<file path="config.mk">
export PLATFORM = sky130hd
export DESIGN_NAME = kmeans_centroid_update_flat
export DESIGN_NICKNAME = d
export VERILOG_FILES = /design/src/rtl/kmeans_centroid_update_pkg.sv /design/src/rtl/kmeans_centroid_update_if.sv /design/src/rtl/kmeans_centroid_update_div.sv /design/src/rtl/kmeans_centroid_update.sv /design/src/flat_wrapper.sv
export SDC_FILE = /design/constraint.sdc
export NUM_CORES = 1
export LEC_CHECK = 0
export CELL_PAD_IN_SITES_DETAIL_PLACEMENT = 1
export CELL_PAD_IN_SITES_GLOBAL_PLACEMENT = 2
export CORE_MARGIN = 8
export CORE_UTILIZATION = 35
export CTS_CLUSTER_DIAMETER = 30
export DETAILED_ROUTE_END_ITERATION = 7
export PLACE_DENSITY_LB_ADDON = 0.1
export SYNTH_ARGS = -nofsm -noshare
export SYNTH_HDL_FRONTEND = slang
export SYNTH_HIERARCHICAL = 1
export SYNTH_SLANG_ARGS = --single-unit
</file>
<file path="constraint.sdc">
create_clock -name clk -period 7.1 [get_ports clk]
set_clock_uncertainty 0.05 [all_clocks]
set_input_delay 1.065 -clock clk [delete_from_list [all_inputs] [get_ports clk]]
set_output_delay 1.065 -clock clk [all_outputs]
set_load 0.005 [all_outputs]
</file>
<file path="src/rtl/kmeans_centroid_update_pkg.sv">
// Shared definitions for the two-cluster, two-dimension k-means centroid update:
// default widths and the controller state encoding.
package kmeans_centroid_update_pkg;

    localparam int DATA_WIDTH_DEF    = 16;
    localparam int ACC_SUM_WIDTH_DEF = 24;
    localparam int CNT_WIDTH_DEF     = 9;
    localparam int TOL_DEF           = 0;

    // Coordinates are processed in the order k0_0, k0_1, k1_0, k1_1.
    localparam int NUM_COORDS = 4;

    typedef enum logic [2:0] {
        IDLE,
        LOAD,
        DIV,
        NEXT,
        CMP,
        DONE
    } state_t;

endpackage

</file>
<file path="src/rtl/kmeans_centroid_update_if.sv">
// Request/result bundle between the classification stage and the centroid update.
interface kmeans_centroid_update_if
    import kmeans_centroid_update_pkg::*;
#(
    parameter int data_width    = DATA_WIDTH_DEF,
    parameter int acc_sum_width = ACC_SUM_WIDTH_DEF,
    parameter int cnt_width     = CNT_WIDTH_DEF
);
    logic                     start;
    logic [acc_sum_width-1:0] sum_k0_d0;
    logic [acc_sum_width-1:0] sum_k0_d1;
    logic [acc_sum_width-1:0] sum_k1_d0;
    logic [acc_sum_width-1:0] sum_k1_d1;
    logic [cnt_width-1:0]     cnt_k0;
    logic [cnt_width-1:0]     cnt_k1;
    logic [data_width-1:0]    k0_0;
    logic [data_width-1:0]    k0_1;
    logic [data_width-1:0]    k1_0;
    logic [data_width-1:0]    k1_1;
    logic [data_width-1:0]    k0_0_n;
    logic [data_width-1:0]    k0_1_n;
    logic [data_width-1:0]    k1_0_n;
    logic [data_width-1:0]    k1_1_n;
    logic                     up_centroids;
    logic                     converged;
    logic                     busy;

    modport master (
        output start, sum_k0_d0, sum_k0_d1, sum_k1_d0, sum_k1_d1, cnt_k0, cnt_k1,
               k0_0, k0_1, k1_0, k1_1,
        input  k0_0_n, k0_1_n, k1_0_n, k1_1_n, up_centroids, converged, busy
    );

    modport slave (
        input  start, sum_k0_d0, sum_k0_d1, sum_k1_d0, sum_k1_d1, cnt_k0, cnt_k1,
               k0_0, k0_1, k1_0, k1_1,
        output k0_0_n, k0_1_n, k1_0_n, k1_1_n, up_centroids, converged, busy
    );

endinterface

</file>
<file path="src/rtl/kmeans_centroid_update_div.sv">
// Unsigned restoring divider producing one quotient bit per clock; shared by
// all four coordinates of the centroid update.
module kmeans_serial_div #(
    parameter int dividend_width = 24,
    parameter int divisor_width  = 9
) (
    input  logic                      clk,
    input  logic                      rst,
    input  logic                      start,
    input  logic [dividend_width-1:0] dividend,
    input  logic [divisor_width-1:0]  divisor,
    output logic [dividend_width-1:0] quotient,
    output logic                      done
);
    localparam int step_width = $clog2(dividend_width + 1);
    localparam logic [step_width-1:0] last_step = step_width'(dividend_width - 1);

    logic [divisor_width:0]    rem_reg;
    logic [dividend_width-1:0] quo_reg;
    logic [divisor_width-1:0]  dvs_reg;
    logic [step_width-1:0]     step_reg;
    logic                      run_reg;

    logic [divisor_width:0] shifted;
    logic                   fits;

    // The remainder is always below the divisor, so its top bit is free to
    // receive the next dividend bit without overflow.
    assign shifted = {rem_reg[divisor_width-1:0], quo_reg[dividend_width-1]};
    assign fits    = shifted >= {1'b0, dvs_reg};

    always_ff @(posedge clk) begin
        if (rst) begin
            rem_reg  <= '0;
            quo_reg  <= '0;
            dvs_reg  <= '0;
            step_reg <= '0;
            run_reg  <= 1'b0;
        end else if (start) begin
            rem_reg  <= '0;
            quo_reg  <= dividend;
            dvs_reg  <= divisor;
            step_reg <= '0;
            run_reg  <= 1'b1;
        end else if (run_reg) begin
            rem_reg  <= fits ? (shifted - {1'b0, dvs_reg}) : shifted;
            quo_reg  <= {quo_reg[dividend_width-2:0], fits};
            step_reg <= step_reg + 1'b1;
            if (step_reg == last_step) begin
                run_reg <= 1'b0;
            end
        end
    end

    // done marks the cycle whose closing edge retires the final bit, so the
    // quotient is complete on the following cycle.
    assign done     = run_reg && (step_reg == last_step);
    assign quotient = quo_reg;

endmodule

</file>
<file path="src/rtl/kmeans_centroid_update.sv">
// Computes new centroids (sum / count, saturated) for two clusters in two
// dimensions with one shared serial divider, then flags convergence.
module kmeans_centroid_update
    import kmeans_centroid_update_pkg::*;
#(
    parameter int data_width    = DATA_WIDTH_DEF,
    parameter int acc_sum_width = ACC_SUM_WIDTH_DEF,
    parameter int cnt_width     = CNT_WIDTH_DEF,
    parameter int tol           = TOL_DEF
) (
    input  logic                    clk,
    input  logic                    rst,
    kmeans_centroid_update_if.slave bus
);
    localparam logic [acc_sum_width-1:0] quo_max =
        acc_sum_width'((64'd1 << data_width) - 64'd1);
    localparam logic [data_width-1:0] tol_val = data_width'(tol);

    state_t                   state_reg;
    logic [1:0]               idx_reg;
    logic [acc_sum_width-1:0] sum_reg [NUM_COORDS];
    logic [cnt_width-1:0]     cnt_reg [2];
    logic [data_width-1:0]    old_reg [NUM_COORDS];
    logic [data_width-1:0]    new_reg [NUM_COORDS];
    logic                     up_reg;
    logic                     conv_reg;
    logic                     busy_reg;

    logic [acc_sum_width-1:0] sum_in [NUM_COORDS];
    logic [data_width-1:0]    old_in [NUM_COORDS];
    logic [cnt_width-1:0]     divisor;
    logic [acc_sum_width-1:0] dividend;
    logic                     div_start;
    logic                     div_done;
    logic [acc_sum_width-1:0] div_quo;
    logic [data_width-1:0]    quo_sat;
    logic [NUM_COORDS-1:0]    within_tol;

    assign sum_in[0] = bus.sum_k0_d0;
    assign sum_in[1] = bus.sum_k0_d1;
    assign sum_in[2] = bus.sum_k1_d0;
    assign sum_in[3] = bus.sum_k1_d1;
    assign old_in[0] = bus.k0_0;
    assign old_in[1] = bus.k0_1;
    assign old_in[2] = bus.k1_0;
    assign old_in[3] = bus.k1_1;

    // Index bit 1 selects the cluster, hence its count.
    assign divisor   = cnt_reg[idx_reg[1]];
    assign dividend  = sum_reg[idx_reg];
    assign div_start = (state_reg == LOAD) && (divisor != '0);
    assign quo_sat   = (div_quo > quo_max) ? '1 : div_quo[data_width-1:0];

    generate
        for (genvar gi = 0; gi < NUM_COORDS; gi++) begin : g_coord
            logic [data_width-1:0] diff;
            assign diff = (new_reg[gi] >= old_reg[gi]) ? (new_reg[gi] - old_reg[gi])
                                                       : (old_reg[gi] - new_reg[gi]);
            assign within_tol[gi] = diff <= tol_val;
        end
    endgenerate

    kmeans_serial_div #(
        .dividend_width(acc_sum_width),
        .divisor_width (cnt_width)
    ) u_div (
        .clk     (clk),
        .rst     (rst),
        .start   (div_start),
        .dividend(dividend),
        .divisor (divisor),
        .quotient(div_quo),
        .done    (div_done)
    );

    always_ff @(posedge clk) begin
        if (rst) begin
            state_reg <= IDLE;
            idx_reg   <= '0;
            up_reg    <= 1'b0;
            conv_reg  <= 1'b0;
            busy_reg  <= 1'b0;
            cnt_reg[0] <= '0;
            cnt_reg[1] <= '0;
            for (int i = 0; i < NUM_COORDS; i++) begin
                sum_reg[i] <= '0;
                old_reg[i] <= '0;
                new_reg[i] <= '0;
            end
        end else begin
            up_reg <= 1'b0;
            case (state_reg)
                IDLE: begin
                    if (bus.start) begin
                        for (int i = 0; i < NUM_COORDS; i++) begin
                            sum_reg[i] <= sum_in[i];
                            old_reg[i] <= old_in[i];
                        end
                        cnt_reg[0] <= bus.cnt_k0;
                        cnt_reg[1] <= bus.cnt_k1;
                        idx_reg    <= '0;
                        conv_reg   <= 1'b0;
                        busy_reg   <= 1'b1;
                        state_reg  <= LOAD;
                    end
                end
                LOAD: state_reg <= (divisor == '0) ? NEXT : DIV;
                DIV: begin
                    if (div_done) begin
                        state_reg <= NEXT;
                    end
                end
                NEXT: begin
                    // An empty cluster keeps its previous centroid.
                    new_reg[idx_reg] <= (divisor == '0) ? old_reg[idx_reg] : quo_sat;
                    if (idx_reg == 2'd3) begin
                        state_reg <= CMP;
                    end else begin
                        idx_reg   <= idx_reg + 2'd1;
                        state_reg <= LOAD;
                    end
                end
                CMP: begin
                    conv_reg  <= &within_tol;
                    up_reg    <= 1'b1;
                    state_reg <= DONE;
                end
                DONE: begin
                    busy_reg  <= 1'b0;
                    state_reg <= IDLE;
                end
                default: state_reg <= IDLE;
            endcase
        end
    end

    assign bus.k0_0_n       = new_reg[0];
    assign bus.k0_1_n       = new_reg[1];
    assign bus.k1_0_n       = new_reg[2];
    assign bus.k1_1_n       = new_reg[3];
    assign bus.up_centroids = up_reg;
    assign bus.converged    = conv_reg;
    assign bus.busy         = busy_reg;

endmodule

</file>
<file path="src/flat_wrapper.sv">
// flat-port wrapper written by rule: the top's interface ports become plain ports
module kmeans_centroid_update_flat import kmeans_centroid_update_pkg::*;
#(
    parameter int data_width    = DATA_WIDTH_DEF,
    parameter int acc_sum_width = ACC_SUM_WIDTH_DEF,
    parameter int cnt_width     = CNT_WIDTH_DEF,
    parameter int tol           = TOL_DEF
)
  (clk, rst, bus_start, bus_sum_k0_d0, bus_sum_k0_d1, bus_sum_k1_d0, bus_sum_k1_d1, bus_cnt_k0, bus_cnt_k1, bus_k0_0, bus_k0_1, bus_k1_0, bus_k1_1, bus_k0_0_n, bus_k0_1_n, bus_k1_0_n, bus_k1_1_n, bus_up_centroids, bus_converged, bus_busy);
  kmeans_centroid_update_if #(.data_width(data_width), .acc_sum_width(acc_sum_width), .cnt_width(cnt_width)) bus_i ();
  input  logic clk;
  input  logic rst;
  input wire logic [$bits(bus_i.start)-1:0] bus_start;
  input wire logic [$bits(bus_i.sum_k0_d0)-1:0] bus_sum_k0_d0;
  input wire logic [$bits(bus_i.sum_k0_d1)-1:0] bus_sum_k0_d1;
  input wire logic [$bits(bus_i.sum_k1_d0)-1:0] bus_sum_k1_d0;
  input wire logic [$bits(bus_i.sum_k1_d1)-1:0] bus_sum_k1_d1;
  input wire logic [$bits(bus_i.cnt_k0)-1:0] bus_cnt_k0;
  input wire logic [$bits(bus_i.cnt_k1)-1:0] bus_cnt_k1;
  input wire logic [$bits(bus_i.k0_0)-1:0] bus_k0_0;
  input wire logic [$bits(bus_i.k0_1)-1:0] bus_k0_1;
  input wire logic [$bits(bus_i.k1_0)-1:0] bus_k1_0;
  input wire logic [$bits(bus_i.k1_1)-1:0] bus_k1_1;
  output wire logic [$bits(bus_i.k0_0_n)-1:0] bus_k0_0_n;
  output wire logic [$bits(bus_i.k0_1_n)-1:0] bus_k0_1_n;
  output wire logic [$bits(bus_i.k1_0_n)-1:0] bus_k1_0_n;
  output wire logic [$bits(bus_i.k1_1_n)-1:0] bus_k1_1_n;
  output wire logic [$bits(bus_i.up_centroids)-1:0] bus_up_centroids;
  output wire logic [$bits(bus_i.converged)-1:0] bus_converged;
  output wire logic [$bits(bus_i.busy)-1:0] bus_busy;
  assign bus_i.start = bus_start;
  assign bus_i.sum_k0_d0 = bus_sum_k0_d0;
  assign bus_i.sum_k0_d1 = bus_sum_k0_d1;
  assign bus_i.sum_k1_d0 = bus_sum_k1_d0;
  assign bus_i.sum_k1_d1 = bus_sum_k1_d1;
  assign bus_i.cnt_k0 = bus_cnt_k0;
  assign bus_i.cnt_k1 = bus_cnt_k1;
  assign bus_i.k0_0 = bus_k0_0;
  assign bus_i.k0_1 = bus_k0_1;
  assign bus_i.k1_0 = bus_k1_0;
  assign bus_i.k1_1 = bus_k1_1;
  assign bus_k0_0_n = bus_i.k0_0_n;
  assign bus_k0_1_n = bus_i.k0_1_n;
  assign bus_k1_0_n = bus_i.k1_0_n;
  assign bus_k1_1_n = bus_i.k1_1_n;
  assign bus_up_centroids = bus_i.up_centroids;
  assign bus_converged = bus_i.converged;
  assign bus_busy = bus_i.busy;
  kmeans_centroid_update #(.data_width(data_width), .acc_sum_width(acc_sum_width), .cnt_width(cnt_width), .tol(tol)) u_core (.clk(clk), .rst(rst), .bus(bus_i));
endmodule
</file>
==> results by group <==
Critical path
  • CP max FO: 19
  • Startpoint class of the critical path: flip-flop
  • WP data required: 7.50 ns
  • Type of destination of the critical path: flip-flop
  • Arr. time, crit path: 4.25 ns
  • WS Path Type: flip-flop to flip-flop

Drt
  • Total number of vias: 14910
  • Wire length per cell: 23.06 um
  • TritonRoute pass-1 iters: 5
  • Via density: 5.260
  • DRC: 0
  • Post-DRT Antenna Nets: 0
  • Routed WL: 65.34 mm
  • Initial detailed-routing violation count: 635

Logic synthesis
  • Post-synthesis compound-gate area fraction: 14.00%
  • Combinational family with the most area after synthesis: simple AND/OR/NAND/NOR gates
  • Multiplexer share of the synthesized area: 7.958%
  • Post-Synth Simple-Gate Area: ~17%
  • Post-synth cell types: 92
  • Seq cells post-synth: 300
  • Adder-cell share of the synthesized area: 8.954%
  • Register area share after synthesis: 44.16%
  • Area fraction of the dominant cell type after synthesis: 38.07%
  • Async SR Flop Fraction: 0%
  • Syn_nets: 2145
  • Mean area per synthesized cell: 10.44 sq um
  • Mapped Area: 19090 sq um
  • Cell taking the most area after synthesis: edfxtp_1
  • Synth Instances: between 1500 and 2000
  • Top cells by area, synth: edfxtp_1 (38%), ha_1 (8.8%), and2_1 (7.7%)
  • Main synth FF type: edfxtp_1
  • YS warnings: 6
  • Post-synth EDFFs: between 200 and 250
  • XOR/XNOR Fraction of Synth Area: ~2.6%

Floorplanning
  • Initial core utilization: between 30 and 40%
  • Core Box Area: 53920 sq um
  • Die ar.: 62260 sq um
  • DIE HEIGHT: roughly 250 um
  • Die width: 249.5 um
  • # IOs: 248
  • # rows: 85

Worst hold path
  • Class of the worst hold path: flip-flop to flip-flop
  • Min-delay src: u_core/u_div/dvs_reg[2]

Final layout
  • Fraction of layout cells with a size suffix above 1: 11.38%
  • Max reg flops: 96
  • Nets: between 2000 and 2500
  • Area Overhead vs Synth: 31.27%
  • Most common cell after layout, fill and taps aside: clkdlybuf4s50_1
  • Reg area: between 8000 and 9000 sq um
  • Fillcell total: 5835
  • Area of the multi-input gates: 9656 sq um
  • Commonest non-fill, non-tap cells in the layout: clkdlybuf4s50_1 (246), edfxtp_1 (242), and2_1 (235)
  • Final cell count without fillers: between 2000 and 3000

STA
  • RSZ-0062 raised after global routing: no
  • Hold WS: roughly 0.44 ns
  • Slew HR: 22.05%
  • Measured slew at the worst slew-check pin: 1.165 ns
  • Worst setup margin: 3.248 ns
  • Hold Violations, Final: 0
  • Tmin final: 3.852 ns
  • Setup violations, final: 0
  • Final period utilization: 54.25%
  • Final TNS setup: 0 ns
  • Slew Viols, Final: 0
  • Max Freq: about 0.26 GHz

GRT
  • Overflow left after global routing: 0
  • Initial antenna violation count: 9
  • Total GRT Usage: around a fifth
  • Largest net degree at the start of global routing: 146
  • Vias in the first global route: 15890
  • First-pass GRT wire length: 98.54 mm

Placed design
  • IO Port Bufs: 247
  • Setup Slack @ Placement: 2.856 ns
  • Gpl congestion: 0.8955
  • Placed Cells: around 2700
  • HPWL Detailed: 50.14 mm

Power
  • Final Total Pwr: around 7.6 mW
  • Worst IR Drop VDD: 0.1960 mV
  • Static Leak: 9.888 nW
  • Pwr Density: ~300 nW/um^2

Clock network
  • Htree depth: 3
  • Clock Path Buffers: 3
  • CTS Buf Count: between 80 and 90
  • Post-cts resize count: 0
  • # Post-CTS Setup Buffers: 0
  • TritonCTS clock tree: yes
  • Root Driver: clkbuf_16
  • Clk Latency, worst-skew pair: 0.62 ns
  • Clk sink count: 300
  • Reg clk slew, reported paths: 0.04 ns
  • CTS Hold Bufs: 0

Run
  • MaxCap Viol Count: 0

Status
  • Status: complete, no violations
-- path summary, 6_finish.rpt --
path,slack [ns],end,cells after the start
setup / recovery,3.25,u_core/new_reg[0][15],6
hold / removal,0.44,u_core/u_div/dvs_reg[2],2
setup reg to reg,3.25,u_core/new_reg[0][15],6
hold reg to reg,0.44,u_core/u_div/dvs_reg[2],2
-- kinds of logic (layout without fill, tap and decap cells) --
kind of cell             after synthesis  in the layout
AO/OA/AOI/OAI                        379            379
adder cells (fa/ha/maj)              136            136
AND/OR/NAND/NOR                      593            593
XOR/XNOR                              56             56
other                                  0              3
buffers and inverters                264            571
flip-flops                           300            300
multiplexers                         100            100
-- per-layer routing --
layer	global-route usage (%)	wire length (um)
met3	4.833	3008
met2	35.16	31420
met5	0	69
met4	8.296	2541
met1	24.71	28300
-- Yosys cell counts (5+ instances only) --
library cell / number
a2111oi_0: 9
a211o_1: 6
a211oi_1: 10
a21o_1: 27
a21oi_1: 113
a221oi_1: 6
a31o_2: 6
a31oi_1: 16
a41oi_1: 5
and2_1: 235
buf_1: 7
buf_2: 9
clkbuf_1: 81
dfxtp_1: 58
edfxtp_1: 242
ha_1: 135
inv_1: 162
mux2_2: 14
mux2i_1: 46
mux4_2: 40
nand2_1: 64
nand2b_1: 16
nand3_1: 20
nand3b_1: 8
nand4_1: 16
nor2_1: 130
nor2b_1: 12
nor3_1: 35
nor4_1: 14
o2111ai_1: 8
o211ai_1: 18
o21a_1: 19
o21ai_0: 47
o21ai_1: 7
o21bai_1: 5
o221a_2: 17
o31a_1: 5
o31ai_1: 5
o41ai_1: 5
or3_1: 5
or4_1: 5
xnor2_1: 29
xor2_1: 27
-- per-stage QoR --
stage          utilization [%]  cell area, sq um
5_1_grt                  46.45             25050
2_1_floorplan                -             19090
3_3_place_gp             41.04             22130
6_report                 46.47             25060
4_1_cts                  46.45             25050
3_5_place_dp             41.04             22130
-- worst max-delay path, cell delays in order, from the launching register on --
cell and delay [ns]:
dfxtp_2 0.48, mux2_2 0.39, nor4_1 0.33, nand3_1 0.79
nand3_1 0.99, o221a_2 0.46, and2_1 0.17
-- where the power goes --
group          switching (mW)  total [mW]  internal (mW)
logic                   0.863        1.50          0.638
clock network            1.15        3.84           2.69
registers               0.147        2.25           2.11
total                    2.16        7.60           5.43
-- layout make-up --
type	count	area share [%]
Antenna cell	3	0.02996
Clock buffer	97	8.499
Clock inverter	54	3.151
Inverter	162	2.427
Multi-Input combinational cell	1264	38.54
Sequential cell	300	33.65
Tap cell	696	3.476
Timing Repair Buffer	258	10.23
No activity file was read; power rests on OpenSTA's default activity.
